--- src/rtl/adc_capture_ctrl.sv ---
// Capture controller for the ADC lane bus: arms on start, optionally waits for a
// rising lane-0 trigger, then writes full-width lane words (TI48 pairs two samples).
module adc_capture_ctrl #(
    parameter int NLANE = 96,
    parameter int DW    = 9,
    parameter int AW    = 10
) (
    input  logic                clk,
    input  logic                reset,
    input  logic [NLANE*DW-1:0] adc_data,
    input  logic                adc_valid,
    input  logic                cfg_mode,
    input  logic                cfg_trig_en,
    input  logic [DW-1:0]       cfg_trig_level,
    input  logic [AW:0]         cfg_depth,
    input  logic                start,
    input  logic                abort,
    output logic                mem_we,
    output logic [AW-1:0]       mem_addr,
    output logic [NLANE*DW-1:0] mem_wdata,
    output logic                busy,
    output logic                done,
    output logic [AW:0]         word_count
);

    localparam int WW = NLANE * DW;
    localparam int HW = (NLANE / 2) * DW;
    localparam logic [AW:0] MAX_DEPTH = {1'b1, {AW{1'b0}}};

    typedef enum logic [1:0] {IDLE, WAIT_TRIG, CAPTURE, DONE} state_t;

    state_t          state_q, state_d;
    logic            mode_q, mode_d;
    logic            trig_en_q, trig_en_d;
    logic [DW-1:0]   level_q, level_d;
    logic [AW:0]     depth_q, depth_d;
    logic [AW:0]     word_count_q, word_count_d;
    logic            half_q, half_d;
    logic            prev_vld_q, prev_vld_d;
    logic            mem_we_q, mem_we_d;
    logic [AW-1:0]   mem_addr_q, mem_addr_d;
    logic [WW-1:0]   mem_wdata_q, mem_wdata_d;
    logic [DW-1:0]   prev_q, prev_d;
    logic [HW-1:0]   lower_q, lower_d;

    logic [DW-1:0]   lane0;
    logic            trig_hit;
    logic            take;

    function automatic logic [AW:0] clamp_depth(input logic [AW:0] d);
        return (d > MAX_DEPTH) ? MAX_DEPTH : d;
    endfunction

    assign lane0    = adc_data[DW-1:0];
    assign trig_hit = prev_vld_q && (prev_q < level_q) && (lane0 >= level_q);

    always_comb begin
        state_d      = state_q;
        mode_d       = mode_q;
        trig_en_d    = trig_en_q;
        level_d      = level_q;
        depth_d      = depth_q;
        word_count_d = word_count_q;
        half_d       = half_q;
        prev_vld_d   = prev_vld_q;
        mem_we_d     = 1'b0;
        mem_addr_d   = mem_addr_q;
        mem_wdata_d  = mem_wdata_q;
        prev_d       = prev_q;
        lower_d      = lower_q;
        take         = 1'b0;

        if (abort) begin
            state_d = IDLE;
            half_d  = 1'b0;
        end else begin
            case (state_q)
                IDLE, DONE: begin
                    if (start) begin
                        mode_d       = cfg_mode;
                        trig_en_d    = cfg_trig_en;
                        level_d      = cfg_trig_level;
                        depth_d      = clamp_depth(cfg_depth);
                        word_count_d = '0;
                        mem_addr_d   = '0;
                        half_d       = 1'b0;
                        prev_vld_d   = 1'b0;
                        if (cfg_depth == '0)
                            state_d = DONE;
                        else
                            state_d = cfg_trig_en ? WAIT_TRIG : CAPTURE;
                    end
                end
                WAIT_TRIG: begin
                    if (adc_valid) begin
                        prev_d     = lane0;
                        prev_vld_d = 1'b1;
                        if (trig_hit) begin
                            state_d = CAPTURE;
                            take    = 1'b1;
                        end
                    end
                end
                CAPTURE: begin
                    // The final write is on the bus this cycle; stop accepting samples.
                    if (word_count_q == depth_q)
                        state_d = DONE;
                    else if (adc_valid)
                        take = 1'b1;
                end
                default: state_d = IDLE;
            endcase

            // Sample datapath: TI96 writes every sample, TI48 writes every second one.
            if (take) begin
                if (!mode_q || half_q) begin
                    mem_we_d     = 1'b1;
                    mem_addr_d   = word_count_q[AW-1:0];
                    word_count_d = word_count_q + (AW+1)'(1);
                    mem_wdata_d  = mode_q ? {adc_data[HW-1:0], lower_q} : adc_data;
                    half_d       = 1'b0;
                end else begin
                    lower_d = adc_data[HW-1:0];
                    half_d  = 1'b1;
                end
            end
        end
    end

    always_ff @(posedge clk or posedge reset) begin
        if (reset) begin
            state_q      <= IDLE;
            mode_q       <= 1'b0;
            trig_en_q    <= 1'b0;
            level_q      <= '0;
            depth_q      <= '0;
            word_count_q <= '0;
            half_q       <= 1'b0;
            prev_vld_q   <= 1'b0;
            mem_we_q     <= 1'b0;
            mem_addr_q   <= '0;
            mem_wdata_q  <= '0;
        end else begin
            state_q      <= state_d;
            mode_q       <= mode_d;
            trig_en_q    <= trig_en_d;
            level_q      <= level_d;
            depth_q      <= depth_d;
            word_count_q <= word_count_d;
            half_q       <= half_d;
            prev_vld_q   <= prev_vld_d;
            mem_we_q     <= mem_we_d;
            mem_addr_q   <= mem_addr_d;
            mem_wdata_q  <= mem_wdata_d;
        end
    end

    // Pure data holding registers; their contents are qualified by prev_vld_q / half_q.
    always_ff @(posedge clk) begin
        prev_q  <= prev_d;
        lower_q <= lower_d;
    end

    assign mem_we     = mem_we_q;
    assign mem_addr   = mem_addr_q;
    assign mem_wdata  = mem_wdata_q;
    assign word_count = word_count_q;
    assign busy       = (state_q == WAIT_TRIG) || (state_q == CAPTURE);
    assign done       = (state_q == DONE);

endmodule

--- config.mk ---
export PLATFORM = sky130hd
export DESIGN_NAME = adc_capture_ctrl
export DESIGN_NICKNAME = d
export VERILOG_FILES = /design/src/rtl/adc_capture_ctrl.sv
export SDC_FILE = /design/constraint.sdc
export NUM_CORES = 2
export LEC_CHECK = 0
export BUFFER_PORTS_ARGS = -buffer_cell sky130_fd_sc_hd__buf_2
export CAP_MARGIN = 20
export CORE_AREA = 2 2 690 692
export CTS_CLUSTER_SIZE = 10
export DETAILED_ROUTE_END_ITERATION = 6
export DIE_AREA = 0 0 692 694
export PLACE_DENSITY = 0.3
export RECOVER_POWER = 100
export SYNTH_ARGS = -nofsm -noshare
export SYNTH_HDL_FRONTEND = slang
export SYNTH_SLANG_ARGS = --single-unit
--- constraint.sdc ---
create_clock -name clk -period 34.4 [get_ports clk]
set_input_delay 3.44 -clock clk [delete_from_list [all_inputs] [get_ports clk]]
set_output_delay 3.44 -clock clk [all_outputs]
set_load 0.01 [all_outputs]
==> impl_metrics.tcl <==
set metrics [dict create \
    avgSynthCellArea_um2 17.1 \
    start_util_pct 12.7 \
    crit_slowest_cell "clkbuf_1" \
    critPathMaxFanout 107 \
    drt_iter0_markers 1715 \
    via_per_inst 3.29 \
    cp.arrival_ns 19.93 \
    drtPass1Iterations 5 \
    finalSetupViolCount 0 \
    grt_max_degree 121 \
    synth_fp_nets 4439 \
    finalWorstSetupSlack_ns 14.88 \
    critical_path.max_stage_delay_ns 5.63 \
    ys_warn_count 0 \
    cp-startpoint "adc_data[7]" \
    hold_viol_final 0 \
    die_area_um2 480000 \
    multiInputGateArea_um2 21000 \
    finalInstanceArea_um2 78600 \
    outcome "finished with violations" \
    grt_pass1_wl_um 419000 \
    ys_seq_area_share_pct 59.8 \
    clock_sinks 1352 \
    drc 0 \
    fillers 52796 \
    crit_type "primary input to flip-flop" \
    vias 38780 \
    grt_pass1_vias 40945 \
    cts_resized 0 \
    hpwl_um 259000 \
    antenna_found_initial 155 \
    area_growth_pct 30.5 \
    htree_levels 4 \
    fmax_ghz 0.0512 \
    synth-edff-count 441 \
    ys_ff_latch 1352 \
    ioPinCount 1779 \
    ir_worst_vdd_uv 38.3 \
    cts-root-buf "clkbuf_16" \
    endpoint_kind "flip-flop" \
    layout.nets 6263 \
    r2r-start "level_q[0]" \
    fin_crit_ns 19.52 \
    grtUsageTotal_pct 12.9 \
    worstMarginPinSlew_ns 8.14 \
    post_drt_wl_per_cell_um 27.4 \
    clkLatencyLatePin_ns 0.90 \
    synthFlopType "dfrtp_1" \
    fin_crit_sh_pct 56.7 \
    dpl_cell_area_um2 75800 \
    path_cells "clkbuf_1, ha_1, and3_1, and3b_1, a31oi_1, a211oi_1, clkbuf_1, o21bai_1, nor3_4, clkbuf_1, clkbuf_1, clkbuf_1" \
    cts_tree "built" \
    post-place-ws_ns 23.04 \
    rsz0062_at_grt "no" \
    io_buffers 1778 \
    seq_area_um2 36000 \
    fin_util_pct 16.6 \
    worstHoldStart "mem_wdata[774]" \
    slew-limit-headroom_pct -443 \
    crit_required_ns 34.81 \
    post_cts_buffers 0 \
    powerDensity_nw_per_um2 89.7 \
    async_flop_share_pct 67.4 \
    clockBufferDepth 4 \
    gp_congestion 0.900 \
    worstHoldPathType "flip-flop to flip-flop" \
    max-cap-violations 43 \
    cts-buffers-inserted 188 \
    ant_nets 0 \
    p_leak_nw 31.0 \
    hold_buffers 0 \
    num_rows 253 \
    clk_pin_slew_ns 0.05 \
    die_w_um 692 \
    crit_top_cell "clkbuf_1" \
    die_y_um 694 \
    grt_overflow 0 \
    synth_cell_types 49 \
    start_kind "primary input" \
    synth_cells 3527 \
    post_route_cells_drive_above_1_share_pct 37.9 \
    core_area_um2 473000 \
    syn-cell-area_um2 60300 \
    finalMaxSlewViolations 2217 \
    fin_setup_tns_ns 0 \
    routed_wl_um 323000 \
    violations "capacitance limit, slew limit" \
    skew_ns 0.0642 \
]
==> cell families (layout without fill, tap and decap cells) <==
group	count (synthesis)	in the layout	share of synthesized area, %
AO/OA/AOI/OAI	67	67	0.731
XOR/XNOR	11	11	0.160
adder cells (fa/ha/maj)	21	21	0.436
buffers and inverters	232	2215	2.99
flip-flops	1352	1352	59.8
multiplexers	1744	1744	35.1
other	0	34	0
AND/OR/NAND/NOR	100	100	0.785
==> layout make-up <==
| cell class | instances | area share, % |
|---|---|---|
| antenna | 34 | 0.108 |
| clock inverter | 67 | 0.869 |
| multi-input combinational | 1943 | 26.6 |
| sequential | 1352 | 45.8 |
| inverter | 27 | 0.130 |
| clock buffer | 282 | 6.84 |
| timing repair buffer | 1839 | 9.62 |
| tap | 6247 | 9.94 |
==> layer usage <==
| metal | part of all wire [%] | vias to the layer above | track usage, % |
|---|---|---|---|
| met3 | 8.9 | 446 | 5.14 |
| met5 | 0.15 | - | 0 |
| li1 | - | 16830 | - |
| met1 | 38 | 20082 | 14.4 |
| met2 | 50 | 1348 | 22.9 |
| met4 | 2.9 | 74 | 3.10 |
==> flip-flops by register name, summed over array words and instances (netlist names) <==
register    count
word_count     11
state_q         2
depth_q        11
lower_q       432
mem_we          1
mem_addr       10
mem_wdata     864
prev_q          9
level_q         9
half_q          1
mode_q          1
prev_vld_q      1
==> critical path: cells and delay by family <==
family	cells	cell delay (ns)
AO/OA/AOI/OAI	3	0.93
adder cells (fa/ha/maj)	1	0.31
buffers and inverters	5	14.28
AND/OR/NAND/NOR	3	0.58
==> power breakdown <==
part / leakage, nW / total [mW] / internal [mW] / switching, mW
sequential: 16.1 / 2.50 / 2.18 / 0.317
clock: 2.96 / 1.97 / 1.14 / 0.833
combinational: 12.0 / 2.58 / 0.966 / 1.61
==> placed cells by master (no fill, tap or decap), types with 4 or more instances in the layout <==
| cell | netlist | layout |
|---|---|---|
| buf_2 | 5 | 457 |
| dfrtp_1 | 911 | 910 |
| diode_2 | 0 | 34 |
| clkbuf_1 | 104 | 1431 |
| nand2_1 | 49 | 49 |
| xnor2_1 | 11 | 11 |
| mux2_1 | 0 | 391 |
| clkinv_1 | 0 | 11 |
| buf_4 | 46 | 14 |
| mux2_2 | 1321 | 1321 |
| bufinv_16 | 0 | 7 |
| nand2b_1 | 9 | 9 |
| o21ai_0 | 26 | 26 |
| a31oi_1 | 4 | 4 |
| and3_1 | 7 | 7 |
| mux2_4 | 406 | 15 |
| inv_16 | 0 | 4 |
| edfxtp_1 | 441 | 441 |
| inv_1 | 27 | 26 |
| mux2i_1 | 17 | 17 |
| clkinv_2 | 0 | 27 |
| nand3_1 | 5 | 5 |
| clkbuf_16 | 0 | 191 |
| nor3_1 | 9 | 8 |
| clkinvlp_4 | 0 | 5 |
| o21a_1 | 4 | 4 |
| a22o_1 | 4 | 4 |
| clkbuf_8 | 0 | 26 |
| o211ai_1 | 6 | 6 |
| a21oi_1 | 4 | 4 |
| inv_6 | 0 | 5 |
| nor2_1 | 8 | 8 |
| ha_1 | 21 | 21 |
==> through the flow <==
stage                     instances  hold WS, ns  total power, mW
after floorplan                3527        0.464             3.96
after global placement        11407        0.484             5.57
after detailed placement      11407        0.487             5.58
after global routing          11769        0.496             7.48
after CTS                     11756        0.502             7.64
final                         11791        0.482             7.05
==> final timing paths <==
kind	endpoint	slack (ns)	depth (start not counted)
hold reg to reg	mem_wdata[774]	0.48	1
setup / recovery	lower_q[219]	14.88	12
hold / removal	mem_wdata[774]	0.48	1
max in group asynchronous	mem_wdata[744]	17.33	7
setup reg to reg	lower_q[219]	17.14	11
min in group asynchronous	mem_wdata[85]	3.75	2
==> synthesized netlist by cell type (3+ instances only) <==
library cell / count / area, µm²
nor4_1: 3 / 18.8
o211ai_1: 6 / 45.0
buf_12: 44 / 881
o21ai_0: 26 / 130
a22o_1: 4 / 35.0
buf_2: 5 / 25.0
nand4_1: 3 / 18.8
edfxtp_1: 441 / 13200
nand2_1: 49 / 184
clkbuf_1: 104 / 390
nand2b_1: 9 / 56.3
inv_1: 27 / 101
a21oi_1: 4 / 20.0
buf_6: 3 / 33.8
and3_1: 7 / 43.8
a31oi_1: 4 / 25.0
buf_4: 46 / 345
xnor2_1: 11 / 96.3
ha_1: 21 / 263
mux2_4: 406 / 6100
o21a_1: 4 / 30.0
mux2i_1: 17 / 170
nor3_1: 9 / 45.0
mux2_2: 1321 / 14900
dfrtp_1: 911 / 22800
nand3_1: 5 / 25.0
nor2_1: 8 / 30.0
(Power assumes the default switching activity.)
